### src/rtl/seg7_scan.sv
// Two-digit multiplexed 7-segment scanner with frame-synchronous digit updates.
// Optional LEADING_ZERO_BLANK_EN macro blanks the tens digit while it is zero.
module seg7_scan #(
  parameter int unsigned REFRESH_DIV  = 50000,
  parameter int unsigned BLANK_CYCLES = 500
) (
  input  logic       clk,
  input  logic       reset,
  input  logic       load,
  input  logic [3:0] ones,
  input  logic [3:0] tens,
  output logic [6:0] seg,
  output logic [1:0] an,
  output logic       frame
);

  localparam int unsigned MAX_LEN = (REFRESH_DIV > BLANK_CYCLES) ? REFRESH_DIV : BLANK_CYCLES;
  localparam int unsigned CNT_W   = (MAX_LEN > 1) ? $clog2(MAX_LEN) : 1;
  localparam logic [CNT_W-1:0] SHOW_LOAD  = CNT_W'(REFRESH_DIV - 1);
  localparam logic [CNT_W-1:0] BLANK_LOAD = CNT_W'((BLANK_CYCLES > 0) ? BLANK_CYCLES - 1 : 0);
  localparam bit HAS_BLANK = (BLANK_CYCLES > 0);

  typedef enum logic [1:0] {
    SHOW_ONES = 2'd0,
    BLANK1    = 2'd1,
    SHOW_TENS = 2'd2,
    BLANK2    = 2'd3
  } state_t;

  state_t           state_q, state_d;
  logic [CNT_W-1:0] cnt_q, cnt_d;
  logic [3:0]       disp_ones_q, disp_tens_q;
  logic [3:0]       pend_ones_q, pend_tens_q;
  logic             pend_vld_q;
  logic             last_c;
  logic             boundary_c;

  function automatic logic [6:0] decode(input logic [3:0] d);
    logic [6:0] s;
    case (d)
      4'd0:    s = 7'b1000000;
      4'd1:    s = 7'b1111001;
      4'd2:    s = 7'b0100100;
      4'd3:    s = 7'b0110000;
      4'd4:    s = 7'b0011001;
      4'd5:    s = 7'b0010010;
      4'd6:    s = 7'b0000010;
      4'd7:    s = 7'b1111000;
      4'd8:    s = 7'b0000000;
      4'd9:    s = 7'b0010000;
      default: s = 7'b0111111;
    endcase
    return s;
  endfunction

  assign last_c     = (cnt_q == '0);
  assign boundary_c = (state_q == SHOW_ONES) && (cnt_q == SHOW_LOAD);

  // Sequencer: one down-counter reloaded on every state change.
  always_comb begin
    state_d = state_q;
    cnt_d   = cnt_q - CNT_W'(1);
    if (last_c) begin
      case (state_q)
        SHOW_ONES: state_d = HAS_BLANK ? BLANK1 : SHOW_TENS;
        BLANK1:    state_d = SHOW_TENS;
        SHOW_TENS: state_d = HAS_BLANK ? BLANK2 : SHOW_ONES;
        default:   state_d = SHOW_ONES;
      endcase
      cnt_d = ((state_d == SHOW_ONES) || (state_d == SHOW_TENS)) ? SHOW_LOAD : BLANK_LOAD;
    end
  end

  always_ff @(posedge clk) begin
    if (reset) begin
      state_q     <= SHOW_ONES;
      cnt_q       <= SHOW_LOAD;
      disp_ones_q <= 4'd0;
      disp_tens_q <= 4'd0;
      pend_ones_q <= 4'd0;
      pend_tens_q <= 4'd0;
      pend_vld_q  <= 1'b0;
    end else begin
      state_q <= state_d;
      cnt_q   <= cnt_d;
      // Digits only change at the frame boundary; a boundary load bypasses pending.
      if (boundary_c) begin
        if (load) begin
          disp_ones_q <= ones;
          disp_tens_q <= tens;
        end else if (pend_vld_q) begin
          disp_ones_q <= pend_ones_q;
          disp_tens_q <= pend_tens_q;
        end
        pend_vld_q <= 1'b0;
      end else if (load) begin
        pend_ones_q <= ones;
        pend_tens_q <= tens;
        pend_vld_q  <= 1'b1;
      end
    end
  end

  assign frame = last_c && (HAS_BLANK ? (state_q == BLANK2) : (state_q == SHOW_TENS));

  // Display drive from registered state only.
  always_comb begin
    an  = 2'b11;
    seg = 7'h7F;
    case (state_q)
      SHOW_ONES: begin
        an  = 2'b10;
        seg = decode(disp_ones_q);
      end
      SHOW_TENS: begin
        an  = 2'b01;
        seg = decode(disp_tens_q);
`ifdef LEADING_ZERO_BLANK_EN
        if (disp_tens_q == 4'd0) begin
          an  = 2'b11;
          seg = 7'h7F;
        end
`endif
      end
      default: begin
        an  = 2'b11;
        seg = 7'h7F;
      end
    endcase
  end

endmodule

### config.mk
export PLATFORM = sky130hd
export DESIGN_NAME = seg7_scan
export DESIGN_NICKNAME = d
export VERILOG_FILES = /design/src/rtl/seg7_scan.sv
export SDC_FILE = /design/constraint.sdc
export NUM_CORES = 1
export LEC_CHECK = 0
export ABC_AREA = 0
export CAP_MARGIN = 20
export CORE_MARGIN = 5
export CORE_UTILIZATION = 45
export CTS_BUF_LIST = sky130_fd_sc_hd__clkbuf_4
export DETAILED_ROUTE_END_ITERATION = 12
export PLACE_DENSITY = 0.67
export SLEW_MARGIN = 20
export SYNTH_ARGS = -nofsm -noshare
export SYNTH_HDL_FRONTEND = slang
export SYNTH_SLANG_ARGS = --single-unit
### constraint.sdc
create_clock -name clk -period 2.9 [get_ports clk]
set_clock_uncertainty 0.2 [all_clocks]
set_input_delay 0.58 -clock clk [delete_from_list [all_inputs] [get_ports clk]]
set_output_delay 0.58 -clock clk [all_outputs]
set_load 0.01 [all_outputs]
Yosys cells after proc, flatten, opt, wreduce, memory -nomap -nowiden
Memory sizes are Yosys's and may differ from the RTL's. A register that Yosys moved wholly into a read port is not among the register bits.
Index checks and enable logic that the tools add are counted.
Storage, ports and cells
  flip-flop bits (word level): 35
  memories: 2
  input bits: 11
  memory bits (read-only): 224
  output and inout bits: 10
Operators by class
  equal/unequal tests: 5
  add/sub/neg operators: 1
  reduce and logical (&&, ||, !) cells: 10
  bitwise operators: 1
  multiplexer cells: 14
Memory list
  (no name shown): words 16, bits a word 7, rd ports 1, clocked after memory_dff 1, write ports 0, RTL line 40  | case (d)
  (no name shown): words 16, bits a word 7, rd ports 1, clocked after memory_dff 1, write ports 0, RTL line 40
Operator list (count)
  16-bit 2-to-1 mux: 2
  4-bit 2-to-1 mux: 8
  16-bit == test, second input constant: 1
  16-bit zero test: 1
  16-bit by 1-bit subtractor with 16-bit output, second input constant: 1
  7-bit case mux with 2 select lines: 1
  2-bit == test, second input constant: 3
  2-bit case mux with 3 select lines: 1
  2-bit zero test: 2
  2-bit case mux with 2 select lines: 1
  2-bit AND reduction: 2
  2-bit by 1-bit == test with 1-bit output, second input constant: 1
  1-bit logical AND: 2
  2-bit 2-to-1 mux: 1
  2-bit nonzero test: 1
  2-bit OR reduction: 1
  1-bit logical OR: 1
  1-bit NOT: 1

Depth between registers and ports, before layout
Gate-level depths: netlist (run 1).
  word-level depth: 7
  gate-level depth with buffers: 13
  gate-level depth less buffers: 11

Least setup slack after synthesis (run 1)
No wires, ideal clock.
  path type: reg-to-reg
  start point: register cnt_q[13]
  end point: register (tool-made name)
  data arrival time: 2.667 ns
  setup time: 0.120 ns
  setup slack: -0.087 ns
  cell stages (with the launch flop): 11
  required time: 2.580 ns
  path through: dfxtp_1 > or4_4 > nor4_4 > buf_4 > a21oi_1 > nor3_1 > inv_1 > ha_1 > o21ai_0 > a311oi_2 > o31a_1
RTL lines
  from (decl): RTL line 31  | logic [CNT_W-1:0] cnt_q, cnt_d;
  from (signal assigned): RTL line 85  | cnt_q <= cnt_d;

==> results of run 1 <==
## power by group through the flow
| stage | clock [mW] | combinational (mW) | sequential [mW] |
|---|---|---|---|
| global route | 0.441 | 0.567 | 0.785 |
| global placement | 0 | 0.456 | 0.792 |
| finish | 0.397 | 0.517 | 0.777 |
| detailed placement | 0 | 0.461 | 0.791 |
| CTS | 0.410 | 0.463 | 0.777 |
| floorplan | 0 | 0.292 | 0.781 |
## worst max-delay path by stage
| stage | depth (start not counted) | slack [ns] | to |
|---|---|---|---|
| global placement | 10 | -0.03 | register |
| global route | 8 | -0.11 | register |
| CTS | 6 | 0.007 | seg[0] |
| finish | 8 | 0.01 | register |
| detailed placement | 10 | -0.09 | register |
| floorplan | 8 | 0.007 | register |
## critical path: stages, from the launching register on
cell,delay (ns)
sky130_fd_sc_hd__dfxtp_2,0.35
sky130_fd_sc_hd__or4_4,0.55
sky130_fd_sc_hd__or4_4,0.59
sky130_fd_sc_hd__nor2_4,0.17
sky130_fd_sc_hd__o21a_1,0.17
sky130_fd_sc_hd__inv_1,0.08
sky130_fd_sc_hd__ha_1,0.31
sky130_fd_sc_hd__and3_1,0.15
sky130_fd_sc_hd__o31a_1,0.23
## metrics by stage
stage               power, mW  cells  setup WS [ns]    util
floorplan               1.073    299       0.007225       -
global placement        1.248    423       -0.02579  0.5490
detailed placement      1.253    423       -0.08624  0.5490
CTS                     1.649    432       0.007336  0.5672
global route            1.792    442        -0.1082  0.5999
finish                  1.691    442        0.01156  0.5999
## per-layer routing
layer	track usage	up-vias	part of all wire
met1	0.2338	1104	0.48
met3	0.03311	7	0.036
met2	0.2533	47	0.47
li1	-	1213	-
met5	0	-	0
met4	0.05241	0	0.013
## what timing repair did
action / 4_1_cts / 5_1_grt
gates cloned: 0 / 0
hold buffers: 0 / 0
pin swaps: 2 / 15
gates resized for setup: 9 / 30
buffers inserted: 1 / 10
endpoints found under the setup margin: 12 / 15
## Yosys cell counts (3+ instances only)
library cell	number	area [µm²]
sky130_fd_sc_hd__and3_1	6	37.54
sky130_fd_sc_hd__mux2i_1	3	30.03
sky130_fd_sc_hd__o21ai_0	8	40.04
sky130_fd_sc_hd__ha_1	16	200.2
sky130_fd_sc_hd__a22oi_1	6	45.04
sky130_fd_sc_hd__nand3_1	13	65.06
sky130_fd_sc_hd__nand2_1	33	123.9
sky130_fd_sc_hd__nor4_2	3	37.54
sky130_fd_sc_hd__a21o_1	4	30.03
sky130_fd_sc_hd__o31a_1	6	52.55
sky130_fd_sc_hd__clkbuf_1	7	26.28
sky130_fd_sc_hd__mux2_2	4	45.04
sky130_fd_sc_hd__a21oi_1	18	90.09
sky130_fd_sc_hd__xor2_1	7	61.31
sky130_fd_sc_hd__dfxtp_1	49	980.9
sky130_fd_sc_hd__o21a_1	7	52.55
sky130_fd_sc_hd__a211oi_1	3	22.52
sky130_fd_sc_hd__nor2_1	14	52.55
sky130_fd_sc_hd__o22ai_1	6	37.54
sky130_fd_sc_hd__nor4_1	3	18.77
sky130_fd_sc_hd__nor3_1	15	75.07
sky130_fd_sc_hd__xnor2_1	6	52.55
sky130_fd_sc_hd__inv_1	16	60.06
sky130_fd_sc_hd__or3_1	3	18.77
## kinds of logic (layout without fill, tap and decap cells)
family                     count (synthesis)  in the layout  share of synthesized area
and+or+nand+nor                          109            109                     0.2288
AOI/OAI and AO/OA                         75             75                     0.2029
DFF                                       49             49                     0.3682
buffers and inverters                     30             98                    0.05402
adders and majority gates                 16             16                    0.07515
xor gates and xnor gates                  13             13                    0.04274
muxes                                      7              7                    0.02818
## area by class of cell
class | instances | area (µm²) | share of cell area
inverter | 16 | 60.06 | 0.01711
tap | 75 | 93.84 | 0.02674
timing repair buffer | 74 | 628.1 | 0.1790
sequential | 49 | 984.7 | 0.2806
clock inverter | 2 | 33.78 | 0.009626
clock buffer | 6 | 45.04 | 0.01283
multi-input combinational | 220 | 1664 | 0.4742
==> impl.org, run 1 <==
** STA
- Subtracting the final worst setup slack from the clock period gives 2.888 ns.
- Setup repair after global routing could not meet its margin everywhere.
- Static timing analysis puts the maximum clock frequency at roughly 0.35 GHz.
- Final hold slack :: between 0.2 and 0.3 ns
- Max Transition Viols Final :: 0
- Number of failing hold endpoints at the final stage :: 0
- Of the available clock period, the critical path in the final layout requires 0.9960.
- For the pin with the worst max-slew slack, the measured transition is between 0.6 and 0.7 ns.
- Fin Setup TNS :: 0 ns
- Setup violations remaining at the end of the flow were counted as 0.
- Relative max-transition margin :: 0.5736

** Synthesis
- Post-synth top flop :: sky130_fd_sc_hd__dfxtp_1
- Synth async-reset ratio :: 0
- After synthesis, the mean cell area works out to ~8.9 µm².
- The share of the Yosys chip area taken by registers is 0.3682.
- For this run, the number of Yosys warnings is 0.
- The synthesized design contains between 40 and 50 register bits.
- Counting flops with a built-in enable in the synthesized netlist gives 0.
- Synthesis produced between 200 and 300 cells.
- The number of different library cells used by synthesis comes to 54.
- Synthesized netlist net count :: approximately 330
- Cell area after technology mapping :: 0.002664 mm²

** CTS
- Post-CTS clock slew at the launch and capture registers of the worst setup and hold paths :: 0.14 ns
- The clock reaches the later pin of the worst-skew pair after roughly 0.36 ns.
- The H-tree generated during clock tree synthesis spans 2 levels.
- CTS root buffer :: sky130_fd_sc_hd__clkbuf_4
- TritonCTS built the clock tree.
- In this run, CTS created clock tree buffers numbering 5.
- Max clock buf depth :: 2
- The tree built by TritonCTS fans out to 49 sinks.

** Flow run
- Number of maximum-capacitance constraint violations :: 0

** Cells and area
- After routing the design area is between 0.003 and 0.004 mm².
- In the final layout, the share of cells above drive strength 1 is 0.2779.
- Top library cells by usage in the layout, fill and taps aside :: sky130_fd_sc_hd__buf_4 (52), sky130_fd_sc_hd__dfxtp_1 (46), sky130_fd_sc_hd__nand2_1 (33), sky130_fd_sc_hd__a21oi_1 (17), sky130_fd_sc_hd__nor2_1 (14)
- The repair_antennas step left the layout with diodes totalling 0.
- Commonest non-fill, non-tap cell in the layout :: sky130_fd_sc_hd__buf_4
- In the final design database the tool counted between 300 and 400 nets.
- Area added between synthesis and finish :: 31.75%
- Number of fill cells in the layout :: 497

** Floorplanning
- 21 I/O pins were placed.
- Die area :: roughly 0.0076 mm²
- The region available for standard cell placement spans slightly below 0.006 mm².
- Starting density of the core :: 0.4553
- The die is 86.94 µm tall.
- Horizontal extent of the die :: slightly below 90 µm
- In this run the core area contains 28 standard-cell rows.

** GRT
- Grt total ovfl :: 0
- The first global-routing pass estimated ~10 mm of wire.
- Number of antenna violations at the first check in global routing :: 0
- Vias in the first global route :: around 2200
- For this run, the total global-route usage over all layers was measured as 0.1658.
- Maximum number of pins on one net before global-route repair :: 15

** Worst setup path
- In this run the worst path has a maximum fanout of 6.
- Data arrives at the worst endpoint at 2.96 ns.
- Across all register-to-register paths, the minimum setup slack is ~0.012 ns.
- At the worst endpoint, the required time is between 2 and 3 ns.
- The worst setup path is launched from a register.
- In this run the worst setup path begins at cnt_q[10].
- The worst register-to-register path begins at cnt_q[10].
- CP endpoint kind :: register
- Startpoint-to-endpoint class of the critical path :: reg -> reg
- Logic depth of the worst register-to-register path :: 8

** Detailed routing
- The detail route stage leaves a number of antenna-violating nets equal to 0.
- Routed WL per cell :: approximately 14 µm
- Dividing the detail-routed via count by the number of cells gives about 5.4.
- Iteration-0 DRC count of the detailed router :: 224
- The routed layout has 2371 vias.
- After detailed routing, the number of remaining DRC violations is 0.
- After detailed routing, the total wire length is ~6.4 mm.
- Number of iterations in the first detailed-routing pass :: 4

** Placed design
- Number of I/O port buffers :: 20
- Post-place instance area :: approximately 0.0032 mm²
- At the end of routability-driven placement, the weighted congestion stood at about 0.83.
- Post-DP HPWL :: between 4 and 5 mm

** Power and ir drop
- Power spread over the standard cell area amounts to between 400 and 500 mW/mm².
- Combinational share of power :: 0.306
- Of the total power, the clock network draws 0.235.
- Of the total power, the share spent switching nets is 0.2967.
- The analysis attributes to net switching a power of 501.6 µW.
- IR analysis of the VDD net gives a maximum drop of 275.9 µV.
- Of the total power, registers draw 0.459.
- The internal portion of the total power is ~1.2 mW.
- Total leakage power :: 1.570 nW

** Hold path
- The worst hold path passes through 2 cells.
- Worst hold start :: pend_tens_q[1]
- For hold timing, the worst endpoint is pend_tens_q[1].
- In this run the worst hold path is classified as reg -> reg.

** Outcome
- Outcome :: complete, no violations
Power figures use the tool's default switching activity.
==> run 2: changes to the inputs <==
Settings changed: CORE_MARGIN 5 to 3, RECOVER_POWER set to 100.
==> run 2 against run 1 <==
  * Count of clock-buffer cells in the layout is the same
  * Total power shrank 1.8%
  * Worst hold slack improved by 0.0034 ns
  * Clock power down 2%
==> impl.org, run 2 (same netlist as run 1, synthesis figures left out) <==
** Hold path
- The end point of the most critical hold path is pend_tens_q[0] (was pend_tens_q[1]).
- The path class of the lowest-slack min-delay path is reg -> reg (unchanged).
- Worst hold start :: pend_tens_q[0] (was pend_tens_q[1])
- The worst hold path stage count was 2 (unchanged).

** Detailed routing
- The number of detailed-routing iterations run before antenna repair came to 5 (was 4).
- The remaining design rule violation count was 0 (unchanged).
- The per-cell routed wire length was 14.33 µm (was 14.41 µm).
- Post-detailed-route count of antenna-violating nets :: 0 (unchanged)
- The total via count after detailed routing came to 2334 (was 2371).
- Iteration-0 DRC count of the detailed router :: 101 (was 224)
- Final wirelength :: 6.160 mm (was 6.370 mm)
- The average vias per placed instance is 5.428 (was 5.364).

** Power and ir drop
- Power density cells :: 485.0 mW/mm² (was 481.7 mW/mm²)
- Total leakage power :: 1.529 nW (was 1.570 nW)
- Maximum vdd drop :: 233.6 µV (was 275.9 µV)

** CTS
- The CTS root buffer was sky130_fd_sc_hd__clkbuf_4 (unchanged).
- The later-pin clock latency in the skew report came to 0.36 ns (about the same).
- H-tree level count :: 2 (unchanged)
- The number of buffers added by the clock tree synthesis step was 5 (unchanged).
- The clock tree buffer depth was 2 (unchanged).
- The clock transition at the registers of the reported paths came to 0.13 ns (was 0.14 ns).
- Sinks on the clock net :: 49 (unchanged)
- The clock tree from TritonCTS is built (unchanged).
- # hold bufs at CTS :: 0 (unchanged)

** Cells and area
- Top library cells by usage in the layout, fill and taps aside :: sky130_fd_sc_hd__dfxtp_1 (48), sky130_fd_sc_hd__buf_4 (42), sky130_fd_sc_hd__nand2_1 (33), sky130_fd_sc_hd__a21oi_1 (18), sky130_fd_sc_hd__nor2_1 (14) (was sky130_fd_sc_hd__buf_4 (52), sky130_fd_sc_hd__dfxtp_1 (46), sky130_fd_sc_hd__nand2_1 (33), sky130_fd_sc_hd__a21oi_1 (17), sky130_fd_sc_hd__nor2_1 (14))
- Area added between synthesis and finish :: 28.46% (was 31.75%)
- Number of fill cells in the layout :: 508 (was 497)
- Share of cells above drive strength 1 :: 0.2458 (was 0.2779)
- The most common library cell in the layout ignoring fill and taps is sky130_fd_sc_hd__dfxtp_1 (was sky130_fd_sc_hd__buf_4).
- The final net count was 384 (was 393).
- Layout Cells excl Fill :: 430 (was 442)
- The diode insertion count for antenna repair is 0 (unchanged).

** Worst setup path
- The required time of the critical path was 3.02 ns (was 2.97 ns).
- Critical Path, Cell by Cell :: or4_4 -> or4_4 -> nor2_4 -> o21a_1 -> ha_2 -> o21ai_1 -> a311oi_1 -> buf_4 -> o31a_1 (was or4_4 -> or4_4 -> nor2_4 -> o21a_1 -> inv_1 -> ha_1 -> and3_1 -> o31a_1)
- Worst r2r src :: cnt_q[10] (unchanged)
- The worst reg-to-reg path cell count came to 9 (was 8).
- The library cell contributing the largest single delay on the critical path was sky130_fd_sc_hd__or4_4 (unchanged).
- Element type at the critical path start :: register (unchanged)
- Highest cell delay on the worst timing path :: 0.60 ns (was 0.59 ns)
- The category of the critical setup timing path is reg -> reg (unchanged).
- The worst-path maximum fanout was 7 (was 6).
- Worst EP arrival :: 3.00 ns (was 2.96 ns)
- The element type at the critical path end is a register (unchanged).
- The reg2reg setup slack was 0.02 ns (was 0.01 ns).
- The most common cell type on the critical path is sky130_fd_sc_hd__or4_4 (unchanged).

** GRT
- GRT Total Usage :: 0.1773 (was 0.1658)
- The via count of the first global-routing pass is 2219 (was 2169).
- Maximum number of pins on one net before global-route repair :: 15 (unchanged)
- Grt total ovfl :: 0 (unchanged)
- The initial antenna violation count came to 0 (unchanged).
- The first-pass GRT wire length came to 10.29 mm (was 10.11 mm).

** STA
- Actual transition at the worst max-transition pin :: 0.6552 ns (was 0.6311 ns)
- Final period util :: 0.9947 (was 0.9960)
- Setup repair after global routing missed its margin: true (unchanged).
- Final setup violation count :: 0 (unchanged)
- Number of failing hold endpoints at the final stage :: 0 (unchanged)
- The maximum frequency from static timing analysis is 0.3467 GHz (was 0.3462 GHz).
- The final-report max-slew violation count is 0 (unchanged).
- Fin Setup TNS :: 0 ns (unchanged)
- Relative max-transition margin :: 0.5572 (was 0.5736)
- Clock period minus final worst setup slack :: 2.885 ns (was 2.888 ns)

** Placed design
- The final HPWL from detailed placement came to 4.722 mm (was 4.500 mm).
- The count of port buffers added during placement came to 20 (unchanged).
- Cell total after placement :: 420 (was 423)
- The weighted congestion at the end of routability-driven global placement was 0.8590 (was 0.8333).

** Flow run
- The number of maximum-capacitance violations is 0 (unchanged).

** Floorplanning
- Starting density of the core :: 0.4750 (was 0.4553)
- Die span in y :: 82.94 µm (was 86.94 µm)
- Core region area :: 0.005608 mm² (was 0.005851 mm²)
- Die area :: 0.006879 mm² (was 0.007559 mm²)
- The number of cell rows came to 27 (was 28).
- Boundary pin count :: 21 (unchanged)
- Horizontal extent of the die :: 82.94 µm (was 86.94 µm)

** Outcome
- Outcome :: complete, no violations (unchanged)
[run 2: cell type report]
| class | count | area [µm²] | share of cell area |
|---|---|---|---|
| Tap cell | 72 | 90.09 | 0.02633 |
| Sequential cell | 49 | 982.2 | 0.2870 |
| Multi-Input combinational cell | 220 | 1660 | 0.4852 |
| Clock buffer | 6 | 45.04 | 0.01316 |
| Inverter | 16 | 60.06 | 0.01755 |
| Clock inverter | 2 | 33.78 | 0.009872 |
| Timing Repair Buffer | 65 | 550.5 | 0.1609 |
[run 2: through the flow]
stage,instance area [µm²],hold WS (ns),worst slack (ns),util,total power [mW]
finish,3422,0.2685,0.01533,0.6102,1.660
global route,3422,0.2927,-0.1060,0.6102,1.758
CTS,3313,0.2680,0.005805,0.5908,1.651
detailed placement,3208,0.2502,-0.08412,0.5721,1.256
global placement,3208,0.2465,-0.03993,0.5721,1.248
floorplan,2679,0.1965,0.007225,-,1.073
[run 2: worst max-delay path, delay by kind of cell, from the launching register on]
family,cells,cell delay (ns)
compound gates,4,0.60
fa+ha+maj,1,0.18
simple gates,3,1.34
buf+inv,1,0.17
flops,1,0.34
[run 2: how the worst max path moves through the flow]
stage / from / endpoint / depth (start not counted)
after detailed placement: load / register / 10
after global placement: load / register / 10
after CTS: state_q[0] / seg[3] / 6
after floorplan: cnt_q[13] / register / 8
final: cnt_q[10] / register / 9
after global routing: cnt_q[10] / register / 9
[run 2: timing repair]
action / CTS / global route
setup buffers: 0 / 2
cloned: 0 / 0
endpoints found under the setup margin: 13 / 16
pin swaps: 2 / 12
gates resized for setup: 7 / 27
[run 2: power by group]
part | internal, mW | total, mW | switching, mW
combinational | 0.240 | 0.491 | 0.251
clock | 0.189 | 0.391 | 0.202
sequential | 0.743 | 0.777 | 0.0338
total | 1.17 | 1.66 | 0.487
[run 2: metal layers]
| metal | vias up | share of wire | track usage |
|---|---|---|---|
| li1 | 1197 | - | - |
| met1 | 1089 | 0.49 | 0.2462 |
| met2 | 42 | 0.46 | 0.2894 |
| met3 | 6 | 0.041 | 0.02183 |
| met4 | 0 | 0.0096 | 0.04903 |
| met5 | - | 0 | 0 |
==> run 3: changes to the inputs <==
Settings changed: ABC_CLOCK_PERIOD_IN_PS set to 2900, MAX_ROUTING_LAYER set to met4.
==> run 3 against run 2 <==
  * Maximum frequency is 0.31% lower
  * Largest cell class unchanged
  * Via count rose by 2.4%
  * Sequential share of layout area decreased by 0.67 points
  * Largest power group unchanged
  * Non-clock buffer count is 9 higher
  * Count of clock-buffer cells in the layout fell by 1
==> impl.org, run 3 (same netlist as run 1, synthesis figures left out) <==
** Worst setup path
- The data arrival at the endpoint of the critical path was 3.00 ns (about the same).
- CP endpoint kind :: register (unchanged)
- The kind of start point of the critical path is a register (unchanged).
- Critical Path, Cell by Cell :: or4_4 -> or4_4 -> nor2_4 -> o21a_1 -> ha_2 -> o21ai_1 -> a311oi_1 -> buf_4 -> o31a_1 (unchanged)
- The required time of the critical path was 3.00 ns (was 3.02 ns).
- Most Frequent Cell on Critical Path :: sky130_fd_sc_hd__or4_4 (unchanged)
- CP max FO :: 7 (unchanged)
- The largest stage delay on the critical path came to 0.60 ns (about the same).
- Delay-heaviest family, CP :: simple AND/OR/NAND/NOR gates (unchanged)
- The library cell contributing the largest single delay on the critical path is sky130_fd_sc_hd__or4_4 (unchanged).
- Logic depth of the worst register-to-register path :: 9 (unchanged)
- The count of buffer and inverter cells on the critical path was 1 (unchanged).
- The category of the critical setup timing path is reg -> reg (unchanged).
- The logic depth of the worst path, buffers included is 9 (unchanged).

** CTS
- The deepest level of the CTS H-tree was 2 (unchanged).
- Number of clock buffers inserted by TritonCTS :: 5 (unchanged)
- The later-pin clock latency in the skew report was 0.36 ns (about the same).
- The number of hold buffers added after cts is 0 (unchanged).
- Max clock buf depth :: 2 (unchanged)
- Sinks on the clock net :: 49 (unchanged)
- CTS root buffer :: sky130_fd_sc_hd__clkbuf_4 (unchanged)
- The clock transition at the registers of the reported paths is 0.15 ns (was 0.13 ns).
- TritonCTS clock tree :: built (unchanged)

** Cells and area
- Top library cells by usage in the layout, fill and taps aside: sky130_fd_sc_hd__buf_4 (50), sky130_fd_sc_hd__dfxtp_1 (45), sky130_fd_sc_hd__nand2_1 (33), sky130_fd_sc_hd__a21oi_1 (15), sky130_fd_sc_hd__nor2_1 (14) (was sky130_fd_sc_hd__dfxtp_1 (48), sky130_fd_sc_hd__buf_4 (42), sky130_fd_sc_hd__nand2_1 (33), sky130_fd_sc_hd__a21oi_1 (18), sky130_fd_sc_hd__nor2_1 (14)).
- Final net count :: 393 (was 384)
- Commonest non-fill, non-tap cell in the layout :: sky130_fd_sc_hd__buf_4 (was sky130_fd_sc_hd__dfxtp_1)
- Area added between synthesis and finish :: 32.03% (was 28.46%)
- Share of cells above drive strength 1 :: 0.2888 (was 0.2458)
- The number of fill cells came to 481 (was 508).
- The count of placed standard cells in the final layout, fillers left out is 439 (was 430).
- Total inserted antenna cells :: 0 (unchanged)

** GRT
- The initial antenna violation count is 0 (unchanged).
- The global-route usage over all layers is 0.1766 (was 0.1773).
- Maximum number of pins on one net before global-route repair :: 16 (was 15)
- The first-pass GRT wire length came to 10.10 mm (was 10.29 mm).
- Grt total ovfl :: 0 (unchanged)
- The via count of the first global-routing pass was 2171 (was 2219).

** Flow run
- The number of maximum-capacitance violations was 0 (unchanged).

** Power and ir drop
- Part of the power in the clock network :: 0.233 (was 0.236)
- The leakage component of the power came to 1.549 nW (was 1.529 nW).
- The power density over cell area is 483.4 mW/mm² (was 485.0 mW/mm²).
- Combinational share of power :: 0.309 (was 0.296)
- The share of total power consumed by net switching is 0.3012 (was 0.2934).
- Maximum vdd drop :: 255.8 µV (was 233.6 µV)
- Internal cell power :: 1.188 mW (was 1.173 mW)
- Fraction of power consumed by sequential logic :: 0.458 (was 0.468)
- The net switching power of the design was 512.2 µW (was 486.9 µW).

** Placed design
- Routability cong. :: 0.8828 (was 0.8590)
- The cell count after placement came to 419 (was 420).
- The count of port buffers added during placement is 20 (unchanged).
- The worst setup slack before clock tree synthesis is -0.09435 ns (was -0.08412 ns).
- Post-DP HPWL :: 4.609 mm (was 4.722 mm)

** Detailed routing
- The remaining design rule violation count is 0 (unchanged).
- The per-cell routed wire length is 14.27 µm (was 14.33 µm).
- The average vias per placed instance was 5.442 (was 5.428).
- The total via count after detailed routing is 2389 (was 2334).
- The total wire length came to 6.264 mm (was 6.160 mm).
- The count of routing violations after the opening detailed-route iteration came to 139 (was 101).
- Number of iterations in the first detailed-routing pass :: 4 (was 5)
- The number of routed nets with antenna violations was 0 (unchanged).

** STA
- Clock period minus final worst setup slack :: 2.894 ns (was 2.885 ns)
- Final setup violation count :: 0 (unchanged)
- Setup repair after global routing missed its margin :: true (unchanged)
- Relative max-transition margin :: 0.5501 (was 0.5572)
- Number of failing hold endpoints at the final stage :: 0 (unchanged)
- Max Transition Viols Final :: 0 (unchanged)
- The portion of the clock cycle consumed by the worst path in the final layout was 0.9978 (was 0.9947).
- The minimum setup slack in the final design is 0.006297 ns (was 0.01533 ns).
- Final hold slack :: 0.2654 ns (was 0.2685 ns)
- The transition time of the tightest slew-check pin is 0.6658 ns (was 0.6552 ns).
- FMAX :: 0.3456 GHz (was 0.3467 GHz)

** Floorplanning
- Die area :: 0.006879 mm² (unchanged)
- Die span in y :: 82.94 µm (unchanged)
- Starting density of the core :: 0.4750 (unchanged)
- The number of cell rows was 27 (unchanged).
- The total I/O pin count was 21 (unchanged).
- The area inside the core boundary was 0.005608 mm² (unchanged).
- Horizontal extent of the die :: 82.94 µm (unchanged)

** Hold path
- Path category of the worst min-delay check :: reg -> reg (unchanged)
- The worst hold path stage count was 2 (unchanged).

** Outcome
- Outcome: complete, no violations (unchanged).
## run 3: metrics by stage
stage | util | setup TNS (ns) | area (µm²) | total power [mW]
floorplan | - | 0 | 2679 | 1.073
global placement | 0.5707 | -0.06377 | 3201 | 1.246
detailed placement | 0.5707 | -0.1849 | 3201 | 1.249
CTS | 0.5910 | 0 | 3314 | 1.646
global route | 0.6272 | -0.2260 | 3517 | 1.800
finish | 0.6272 | 0 | 3517 | 1.700
## run 3: routing by layer
metal,track usage,up-vias,part of all wire
met5,-,-,0
met4,0.03863,0,0.0096
met3,0.02976,5,0.030
met2,0.2668,46,0.46
met1,0.2483,1126,0.50
li1,-,1212,-
## run 3: worst register-to-register path, delay by kind of cell (launching register included)
family / cells / cell delay (ns)
flops: 1 / 0.35
simple gates: 3 / 1.32
fa+ha+maj: 1 / 0.20
buf+inv: 1 / 0.17
compound gates: 4 / 0.61
## run 3: layout make-up
cell class	instances	area, µm²	area share
Multi-Input combinational cell	220	1684	0.4788
Clock inverter	3	41.29	0.01174
Timing Repair Buffer	74	618.1	0.1757
Inverter	16	60.06	0.01708
Tap cell	72	90.09	0.02561
Clock buffer	5	37.54	0.01067
Sequential cell	49	985.9	0.2803
## run 3: worst paths after layout
path / from / to / slack, ns
hold reg to reg: pend_ones_q[0] / pend_ones_q[0] / 0.27
setup / recovery: cnt_q[12] / register / 0.006
hold / removal: pend_ones_q[0] / pend_ones_q[0] / 0.27
setup reg to reg: cnt_q[12] / register / 0.006
## run 3: timing repair
action | 4_1_cts | 5_1_grt
setup buffers | 0 | 12
hold endpoints to repair | 0 | 0
cloned | 0 | 0
setup endpoints to repair | 12 | 12
resized for setup | 11 | 35
pin swaps | 1 | 17
## run 3: power groups by stage
stage	registers, mW	logic [mW]	clock network, mW
4_1_cts	0.777	0.461	0.408
2_1_floorplan	0.781	0.292	0
5_1_grt	0.785	0.572	0.443
3_5_place_dp	0.792	0.457	0
6_report	0.778	0.526	0.396
3_3_place_gp	0.792	0.455	0
